<file path="config.mk">
export PLATFORM = sky130hd
export DESIGN_NAME = smbus_mailbox_mp_reg_file
export DESIGN_NICKNAME = d
export VERILOG_FILES = /design/src/rtl/platform_defs_pkg.sv /design/src/rtl/mailbox_rr_arbiter.sv /design/src/rtl/smbus_mailbox_mp_reg_file.sv
export SDC_FILE = /design/constraint.sdc
export NUM_CORES = 2
export LEC_CHECK = 0
export CAP_MARGIN = 20
export CORE_UTILIZATION = 50
export DETAILED_ROUTE_END_ITERATION = 8
export MAX_ROUTING_LAYER = met4
export PLACE_DENSITY_LB_ADDON = 0.25
export SYNTH_ARGS = -nofsm -noshare
export SYNTH_HDL_FRONTEND = slang
export SYNTH_SLANG_ARGS = --single-unit
</file>
<file path="constraint.sdc">
create_clock -name clk -period 8.3 [get_ports clk]
set_clock_uncertainty 0.2 [all_clocks]
set_input_delay 2.075 -clock clk [delete_from_list [all_inputs] [get_ports clk]]
set_output_delay 2.075 -clock clk [all_outputs]
set_load 0.02 [all_outputs]
</file>
<file path="src/rtl/platform_defs_pkg.sv">
// Platform-wide mailbox constants and host write-permission map.
// Each SMBus host owns a 16-byte region at 0x80 + 16*host, plus the shared FIFO and trigger registers.
package platform_defs_pkg;

  localparam logic [7:0] WRITE_FIFO_ADDR      = 8'h0B;
  localparam logic [7:0] READ_FIFO_ADDR       = 8'h0C;
  localparam logic [7:0] COMMAND_TRIGGER_ADDR = 8'h0D;

  localparam int SMBUS_MAILBOX_FIFO_DEPTH = 8;

  // Host 0 (PCH) -> 0x80..0x8F, host 1 (BMC) -> 0x90..0x9F, and so on up to host 7.
  function automatic logic host_mailbox_writable_address(input int unsigned host,
                                                         input logic [7:0] addr);
    logic [3:0] region;
    region = 4'h8 + {1'b0, host[2:0]};
    return (addr == WRITE_FIFO_ADDR) || (addr == COMMAND_TRIGGER_ADDR) ||
           (addr[7:4] == region);
  endfunction

endpackage

</file>
<file path="src/rtl/mailbox_rr_arbiter.sv">
// Round-robin grant among mailbox host channels; the pointer only advances on a completed grant.
module mailbox_rr_arbiter #(
  parameter int NUM_HOSTS = 2,
  localparam int IDX_W = (NUM_HOSTS > 1) ? $clog2(NUM_HOSTS) : 1
) (
  input  logic                 clk,
  input  logic                 resetn,
  input  logic [NUM_HOSTS-1:0] req_i,
  input  logic                 stall_i,
  output logic [NUM_HOSTS-1:0] grant_o,
  output logic [IDX_W-1:0]     grant_idx_o
);

  logic [IDX_W-1:0] last_grant_q, last_grant_d;
  logic             found;
  int               cand;
  logic [IDX_W-1:0] cand_idx;

  always_comb begin
    grant_o      = '0;
    grant_idx_o  = last_grant_q;
    found        = 1'b0;
    cand         = 0;
    cand_idx     = '0;
    for (int k = 1; k <= NUM_HOSTS; k++) begin
      cand     = (int'(last_grant_q) + k) % NUM_HOSTS;
      cand_idx = IDX_W'(cand);
      if (!found && req_i[cand_idx]) begin
        found             = 1'b1;
        grant_o[cand_idx] = 1'b1;
        grant_idx_o       = cand_idx;
      end
    end
    last_grant_d = last_grant_q;
    if (found && !stall_i) last_grant_d = grant_idx_o;
  end

  always_ff @(posedge clk) begin
    if (!resetn) last_grant_q <= IDX_W'(NUM_HOSTS - 1);
    else         last_grant_q <= last_grant_d;
  end

endmodule

</file>
<file path="src/rtl/smbus_mailbox_mp_reg_file.sv">
// Byte-wide mailbox register file shared by the Nios (m0) and NUM_HOSTS arbitrated SMBus hosts,
// with the provisioning FIFO, sticky FIFO error flags and per-host doorbells.
module smbus_mailbox_mp_reg_file
  import platform_defs_pkg::*;
#(
  parameter int NUM_HOSTS  = 2,
  parameter int FIFO_DEPTH = SMBUS_MAILBOX_FIFO_DEPTH
) (
  input  logic                          clk,
  input  logic                          resetn,
  input  logic                          m0_read,
  input  logic                          m0_write,
  input  logic [7:0]                    m0_address,
  input  logic [7:0]                    m0_writedata,
  output logic [31:0]                   m0_readdata,
  output logic                          m0_readdatavalid,
  input  logic [NUM_HOSTS-1:0]          h_read,
  input  logic [NUM_HOSTS-1:0]          h_write,
  input  logic [8*NUM_HOSTS-1:0]        h_address,
  input  logic [8*NUM_HOSTS-1:0]        h_writedata,
  output logic [32*NUM_HOSTS-1:0]       h_readdata,
  output logic [NUM_HOSTS-1:0]          h_readdatavalid,
  output logic [NUM_HOSTS-1:0]          h_waitrequest,
  output logic [NUM_HOSTS-1:0]          h_invalid_cmd,
  output logic [NUM_HOSTS-1:0]          doorbell_irq,
  input  logic [NUM_HOSTS-1:0]          doorbell_ack,
  output logic [$clog2(FIFO_DEPTH):0]   fifo_level,
  output logic                          fifo_full,
  output logic                          fifo_empty,
  output logic                          fifo_overflow,
  output logic                          fifo_underflow
);

  localparam int IDX_W = (NUM_HOSTS > 1) ? $clog2(NUM_HOSTS) : 1;
  localparam int PTR_W = $clog2(FIFO_DEPTH);
  localparam int LVL_W = PTR_W + 1;

  logic [7:0]           mem_q [256];
  logic [7:0]           fifo_mem_q [FIFO_DEPTH];
  logic [PTR_W-1:0]     rd_ptr_q, wr_ptr_q;
  logic [LVL_W-1:0]     level_q, level_d;
  logic                 ovf_q, unf_q;
  logic [NUM_HOSTS-1:0] irq_q;
  logic                 m0_rvalid_q;
  logic [7:0]           m0_rdata_q;
  logic [NUM_HOSTS-1:0] h_rvalid_q;
  logic [7:0]           h_rdata_q;

  logic [NUM_HOSTS-1:0] h_req, grant, db_set;
  logic [IDX_W-1:0]     g_idx;
  logic [7:0]           g_addr, g_wdata, head, m0_rval, h_rval, push_data;
  logic                 g_req, g_rd, g_wr, stall, g_acc, g_writable, g_wr_ok;
  logic                 m0_push, h_push, m0_pop_req, h_pop_req, push, pop, clear;
  logic                 ovf_evt, unf_evt, h_ovf;

  assign h_req = h_read | h_write;

  mailbox_rr_arbiter #(.NUM_HOSTS(NUM_HOSTS)) u_arb (
    .clk         (clk),
    .resetn      (resetn),
    .req_i       (h_req),
    .stall_i     (stall),
    .grant_o     (grant),
    .grant_idx_o (g_idx)
  );

  always_comb begin
    g_addr  = '0;
    g_wdata = '0;
    g_rd    = 1'b0;
    g_wr    = 1'b0;
    for (int i = 0; i < NUM_HOSTS; i++) begin
      if (grant[i]) begin
        g_addr  = h_address[i*8 +: 8];
        g_wdata = h_writedata[i*8 +: 8];
        g_rd    = h_read[i];
        g_wr    = h_write[i];
      end
    end
  end

  assign g_req = |grant;
  // m0 is never stalled, so every conflict with it is resolved by holding the host off.
  assign stall = g_req &&
                 ((m0_write && (m0_address == g_addr)) ||
                  ((m0_read || m0_write) &&
                   ((m0_address == WRITE_FIFO_ADDR) || (m0_address == READ_FIFO_ADDR)) &&
                   ((g_addr == WRITE_FIFO_ADDR) || (g_addr == READ_FIFO_ADDR))) ||
                  (m0_write && (m0_address == COMMAND_TRIGGER_ADDR)));
  assign g_acc      = g_req && !stall;
  assign g_writable = host_mailbox_writable_address(32'(g_idx), g_addr);
  assign g_wr_ok    = g_acc && g_wr && g_writable;

  assign fifo_level = level_q;
  assign fifo_full  = (level_q == LVL_W'(FIFO_DEPTH));
  assign fifo_empty = (level_q == '0);

  assign m0_push    = m0_write && (m0_address == WRITE_FIFO_ADDR);
  assign h_push     = g_wr_ok && (g_addr == WRITE_FIFO_ADDR);
  assign m0_pop_req = m0_read && (m0_address == READ_FIFO_ADDR);
  assign h_pop_req  = g_acc && g_rd && (g_addr == READ_FIFO_ADDR);
  assign pop        = (m0_pop_req || h_pop_req) && !fifo_empty;
  assign push       = (m0_push || h_push) && (!fifo_full || pop);
  assign ovf_evt    = (m0_push || h_push) && fifo_full && !pop;
  assign h_ovf      = h_push && fifo_full && !pop;
  assign unf_evt    = (m0_pop_req || h_pop_req) && fifo_empty;
  assign clear      = (m0_write && (m0_address == COMMAND_TRIGGER_ADDR) && (|m0_writedata[2:1])) ||
                      (g_wr_ok && (g_addr == COMMAND_TRIGGER_ADDR) && (|g_wdata[2:1]));
  assign push_data  = m0_push ? m0_writedata : g_wdata;

  assign head    = fifo_empty ? 8'h00 : fifo_mem_q[rd_ptr_q];
  assign m0_rval = ((m0_address == WRITE_FIFO_ADDR) || (m0_address == READ_FIFO_ADDR)) ?
                   head : mem_q[m0_address];
  assign h_rval  = ((g_addr == WRITE_FIFO_ADDR) || (g_addr == READ_FIFO_ADDR)) ?
                   head : mem_q[g_addr];

  assign h_waitrequest = h_req & ~(grant & {NUM_HOSTS{!stall}});
  assign h_invalid_cmd = grant & {NUM_HOSTS{(g_acc && g_wr && !g_writable) || h_ovf}};
  assign db_set        = grant & {NUM_HOSTS{g_wr_ok && (g_addr == COMMAND_TRIGGER_ADDR)}};

  always_comb begin
    level_d = level_q;
    if (clear)             level_d = '0;
    else if (push && !pop) level_d = level_q + LVL_W'(1);
    else if (pop && !push) level_d = level_q - LVL_W'(1);
  end

  // Storage is not reset; stall rules keep the two RAM writers off the same address.
  always_ff @(posedge clk) begin
    if (m0_write) mem_q[m0_address] <= m0_writedata;
    if (g_wr_ok)  mem_q[g_addr]     <= g_wdata;
    if (push)     fifo_mem_q[wr_ptr_q] <= push_data;
  end

  always_ff @(posedge clk) begin
    if (!resetn) begin
      rd_ptr_q    <= '0;
      wr_ptr_q    <= '0;
      level_q     <= '0;
      ovf_q       <= 1'b0;
      unf_q       <= 1'b0;
      irq_q       <= '0;
      m0_rvalid_q <= 1'b0;
      m0_rdata_q  <= '0;
      h_rvalid_q  <= '0;
      h_rdata_q   <= '0;
    end else begin
      m0_rvalid_q <= m0_read;
      m0_rdata_q  <= m0_read ? m0_rval : 8'h00;
      h_rvalid_q  <= grant & {NUM_HOSTS{g_acc && g_rd}};
      h_rdata_q   <= (g_acc && g_rd) ? h_rval : 8'h00;
      irq_q       <= (irq_q & ~doorbell_ack) | db_set;
      level_q     <= level_d;
      if (clear) begin
        rd_ptr_q <= '0;
        wr_ptr_q <= '0;
        ovf_q    <= 1'b0;
        unf_q    <= 1'b0;
      end else begin
        if (push)    wr_ptr_q <= wr_ptr_q + PTR_W'(1);
        if (pop)     rd_ptr_q <= rd_ptr_q + PTR_W'(1);
        if (ovf_evt) ovf_q    <= 1'b1;
        if (unf_evt) unf_q    <= 1'b1;
      end
    end
  end

  assign m0_readdata      = {24'h0, m0_rdata_q};
  assign m0_readdatavalid = m0_rvalid_q;
  assign h_readdatavalid  = h_rvalid_q;
  assign doorbell_irq     = irq_q;
  assign fifo_overflow    = ovf_q;
  assign fifo_underflow   = unf_q;

  always_comb begin
    h_readdata = '0;
    for (int i = 0; i < NUM_HOSTS; i++) begin
      h_readdata[i*32 +: 8] = h_rvalid_q[i] ? h_rdata_q : 8'h00;
    end
  end

endmodule

</file>
==> flow_summary.yaml <==
setup_path:
  crit_start: "h_write[1]"
  crit_type: "in2out"
  crit_path_cell_trace: "clkdlybuf4s50_1, or2_1, and3_2, o221a_4, o21ai_4, nor4_4, a21oi_1, a21oi_1, nand4_1, a21oi_1, clkdlybuf4s50_1"
  path_buf_inv: 2
  required_ns: 6.03
  cpMaxStageDelayCell: "clkdlybuf4s50_1"
  reg2reg_from: "u_arb.last_grant_q$_SDFFE_PN1P_"
  rr_worst_depth: 11
  cpLargestDelayFamily: "simple AND/OR/NAND/NOR gates"
  r2r_setup_slack_ns: 2.89
  arrival_ns: 5.82
  rr_endpoint: "h_rdata_q[6]$_SDFF_PN0_"
  max_stage_delay_ns: 0.67
  startpoint_type: "input port"
  endpoint_kind: "output port"
  cp_common_cell: "a21oi_1"
  cp_max_fo: 9
global_route:
  grt_max_degree: 212
  gr-usage-all-layers_pct: 31.65
  antenna_found_initial: 29
  grt_pass1_vias: 60310
  grt_pass1_wl_um: 480100
  grt-ovfl-total: 0
status:
  status: "completed"
synthesis:
  syn_area_mm2: 0.1115
  ys.flop_type: "edfxtp_1"
  synth_edf_count: 2112
  avgSynthCellArea_um2: 14.78
  netlist_instances: 7543
  ys_warn_count: 0
  yosysUniqueCellTypes: 85
  async_flop_share_pct: 0
  ys_seq_elements: 2149
  synth_seq_area_share_pct: 57.55
floorplanning:
  die_w_um: 474.2
  core_mm2: 0.2206
  fp-row-count: 172
  start_util_pct: 50.54
  die_area_mm2: 0.2249
  chipHeight_um: 474.2
  ioPinCount: 171
cts:
  clockBufferDepth: 3
  tritoncts: "built"
  postCtsResizedCells: 0
  htreeDepth: 4
  cts_root_buffer: "clkbuf_16"
  clk_pin_slew_worst_paths_ns: 0.05
  clk_latency_ns: 0.90
  postCtsSetupBuffers: 0
  cts_buffers: 219
  cts_hold_buffers: 0
  clock-sinks: 2149
min_path:
  min_path_cells: 2
  holdCritPathClass: "reg2reg"
  hold_path_end: "doorbell_irq[1]$_SDFF_PN0_"
  min_from: "doorbell_irq[1]$_SDFF_PN0_"
placed_design:
  place.port_buffers: 98
  gp_congestion: 0.9516
  dp_hpwl_um: 218800
  dp_cells: 8391
power:
  total_leakage_power_nw: 36.21
  powerDensity_mw_per_mm2: 215.6
  ir_drop_mv: 0.1853
final_layout:
  layout_commonest_cell: "edfxtp_1"
  layout-drive-gt1-share_pct: 34.50
  finalNetCount: 5727
  final_cell_mix: "2112 x edfxtp_1, 1080 x mux4_2, 265 x nor2_1"
  layout.cells.non_filler: 8833
  syn_to_final_growth_pct: 4.022
  multi_input_area_mm2: 0.03754
  seqCellArea_mm2: 0.06416
  fillers: 17200
drt:
  firstDrtPassIters: 6
  vias: 62260
  drtAntennaViolNets: 0
  via_per_inst: 7.048
  routed_wl_um: 345800
  initialDrtViolationCount: 9446
  drc: 0
  wl_per_cell_um: 39.15
timing:
  finalSetupViolations: 0
  grt_setup_unrepaired: "no"
  fin_crit_ns: 8.093
  finalCritPeriodShare_pct: 97.51
  worst_pin_slew_ns: 1.259
  max_freq_mhz: 123.6
  slew_viol_final: 0
  maxSlewHeadroom_pct: 16.10
  fin_tns_setup_ns: 0
  hold_viol: 0
run:
  maxCapViolations: 0
==> cell usage after synthesis (all sizes together), types with 13 or more instances <==
| library cell | n | share of area, % |
|---|---|---|
| mux4 | 1080 | 22 |
| a211oi | 16 | 0.12 |
| a31oi | 23 | 0.13 |
| buf | 323 | 1.7 |
| inv | 22 | 0.074 |
| a22oi | 171 | 1.2 |
| a221oi | 13 | 0.10 |
| o22ai | 95 | 0.54 |
| nand3 | 65 | 0.41 |
| mux2i | 172 | 1.5 |
| o21ai | 35 | 0.17 |
| nor2b | 22 | 0.12 |
| and3 | 23 | 0.13 |
| edfxtp | 2112 | 57 |
| nor2 | 271 | 0.92 |
| dfxtp | 37 | 0.66 |
| a22o | 18 | 0.14 |
| clkbuf | 2206 | 7.4 |
| mux2 | 293 | 3.0 |
| nor4 | 39 | 0.27 |
| and2 | 22 | 0.12 |
| nand2 | 98 | 0.33 |
| o21bai | 17 | 0.11 |
| a21oi | 233 | 1.0 |
==> cell families (layout without fill, tap and decap cells) <==
family | after synthesis | after routing | synth area share, %
buf+inv | 2552 | 787 | 9.211
compound gates | 689 | 689 | 4.064
other cells | 1 | 98 | 0.003364
mux | 1545 | 1545 | 26.40
xor+xnor | 9 | 9 | 0.07070
flops | 2149 | 2149 | 57.55
simple gates | 592 | 592 | 2.624
fa+ha+maj | 6 | 6 | 0.07407
==> stage by stage <==
stage | total power [mW] | hold WS (ns) | area, µm² | worst slack, ns | util [%]
after floorplan | 14.41 | 0.2529 | 111800 | 1.371 | -
after global placement | 15.31 | 0.2603 | 108500 | 0.1500 | 49.17
after detailed placement | 15.32 | 0.2709 | 108800 | 0.1615 | 49.30
after CTS | 24.99 | 0.2798 | 115800 | 0.1391 | 52.50
after global routing | 25.50 | 0.3009 | 116000 | 0.05526 | 52.57
final | 25.01 | 0.2840 | 116000 | 0.2068 | 52.57
==> worst min-delay path: cells and delay by family (launching register included) <==
| kind | cells | cell delay (ns) |
|---|---|---|
| flops | 1 | 0.31 |
| simple gates | 1 | 0.07 |
| compound gates | 1 | 0.06 |
==> layout make-up <==
class	instances	area share, %
clock inverters	141	1.171
inverters	23	0.07444
repair buffers	357	2.899
diodes	26	0.05610
clock buffers	266	4.913
multi-input cells	2913	32.37
well taps	2958	3.191
flip-flops and latches	2149	55.33
==> power breakdown <==
group          leakage, nW  internal [mW]  total [mW]  switching [mW]
registers             19.3           12.0        12.0          0.0320
logic                 13.5           1.20        3.19            1.99
clock network         3.44           5.51        9.83            4.33
total                 36.2           18.7        25.0            6.35
==> registers in the layout (all words and copies together), names as in the netlist, named ones only <==
name,cells
u_arb.last_grant_q,1
wr_ptr_q,3
rd_ptr_q,3
m0_readdatavalid,1
fifo_level,4
fifo_overflow,1
h_readdatavalid,2
fifo_mem_q,64
mem_q,2048
m0_rdata_q,8
h_rdata_q,8
doorbell_irq,2
fifo_underflow,1
==> metal layers <==
| layer | vias up | part of all wire, % | GRT usage [%] |
|---|---|---|---|
| li1 | 23830 | - | - |
| met1 | 33090 | 37 | 42.17 |
| met2 | 4558 | 45 | 45.53 |
| met3 | 776 | 13 | 7.753 |
| met4 | 0 | 5.5 | 15.59 |
| met5 | - | 0 | - |
==> how the worst max path moves through the flow <==
stage                             endpoint  slack [ns]  cells after the start
after CTS                 h_invalid_cmd[1]        0.14                     11
after global routing      h_invalid_cmd[1]        0.06                     12
after detailed placement  h_invalid_cmd[1]        0.16                     11
after floorplan           h_invalid_cmd[0]        1.37                     10
final                     h_invalid_cmd[1]        0.21                     11
after global placement    h_invalid_cmd[1]        0.15                     11
No activity file was read; power rests on OpenSTA's default activity.
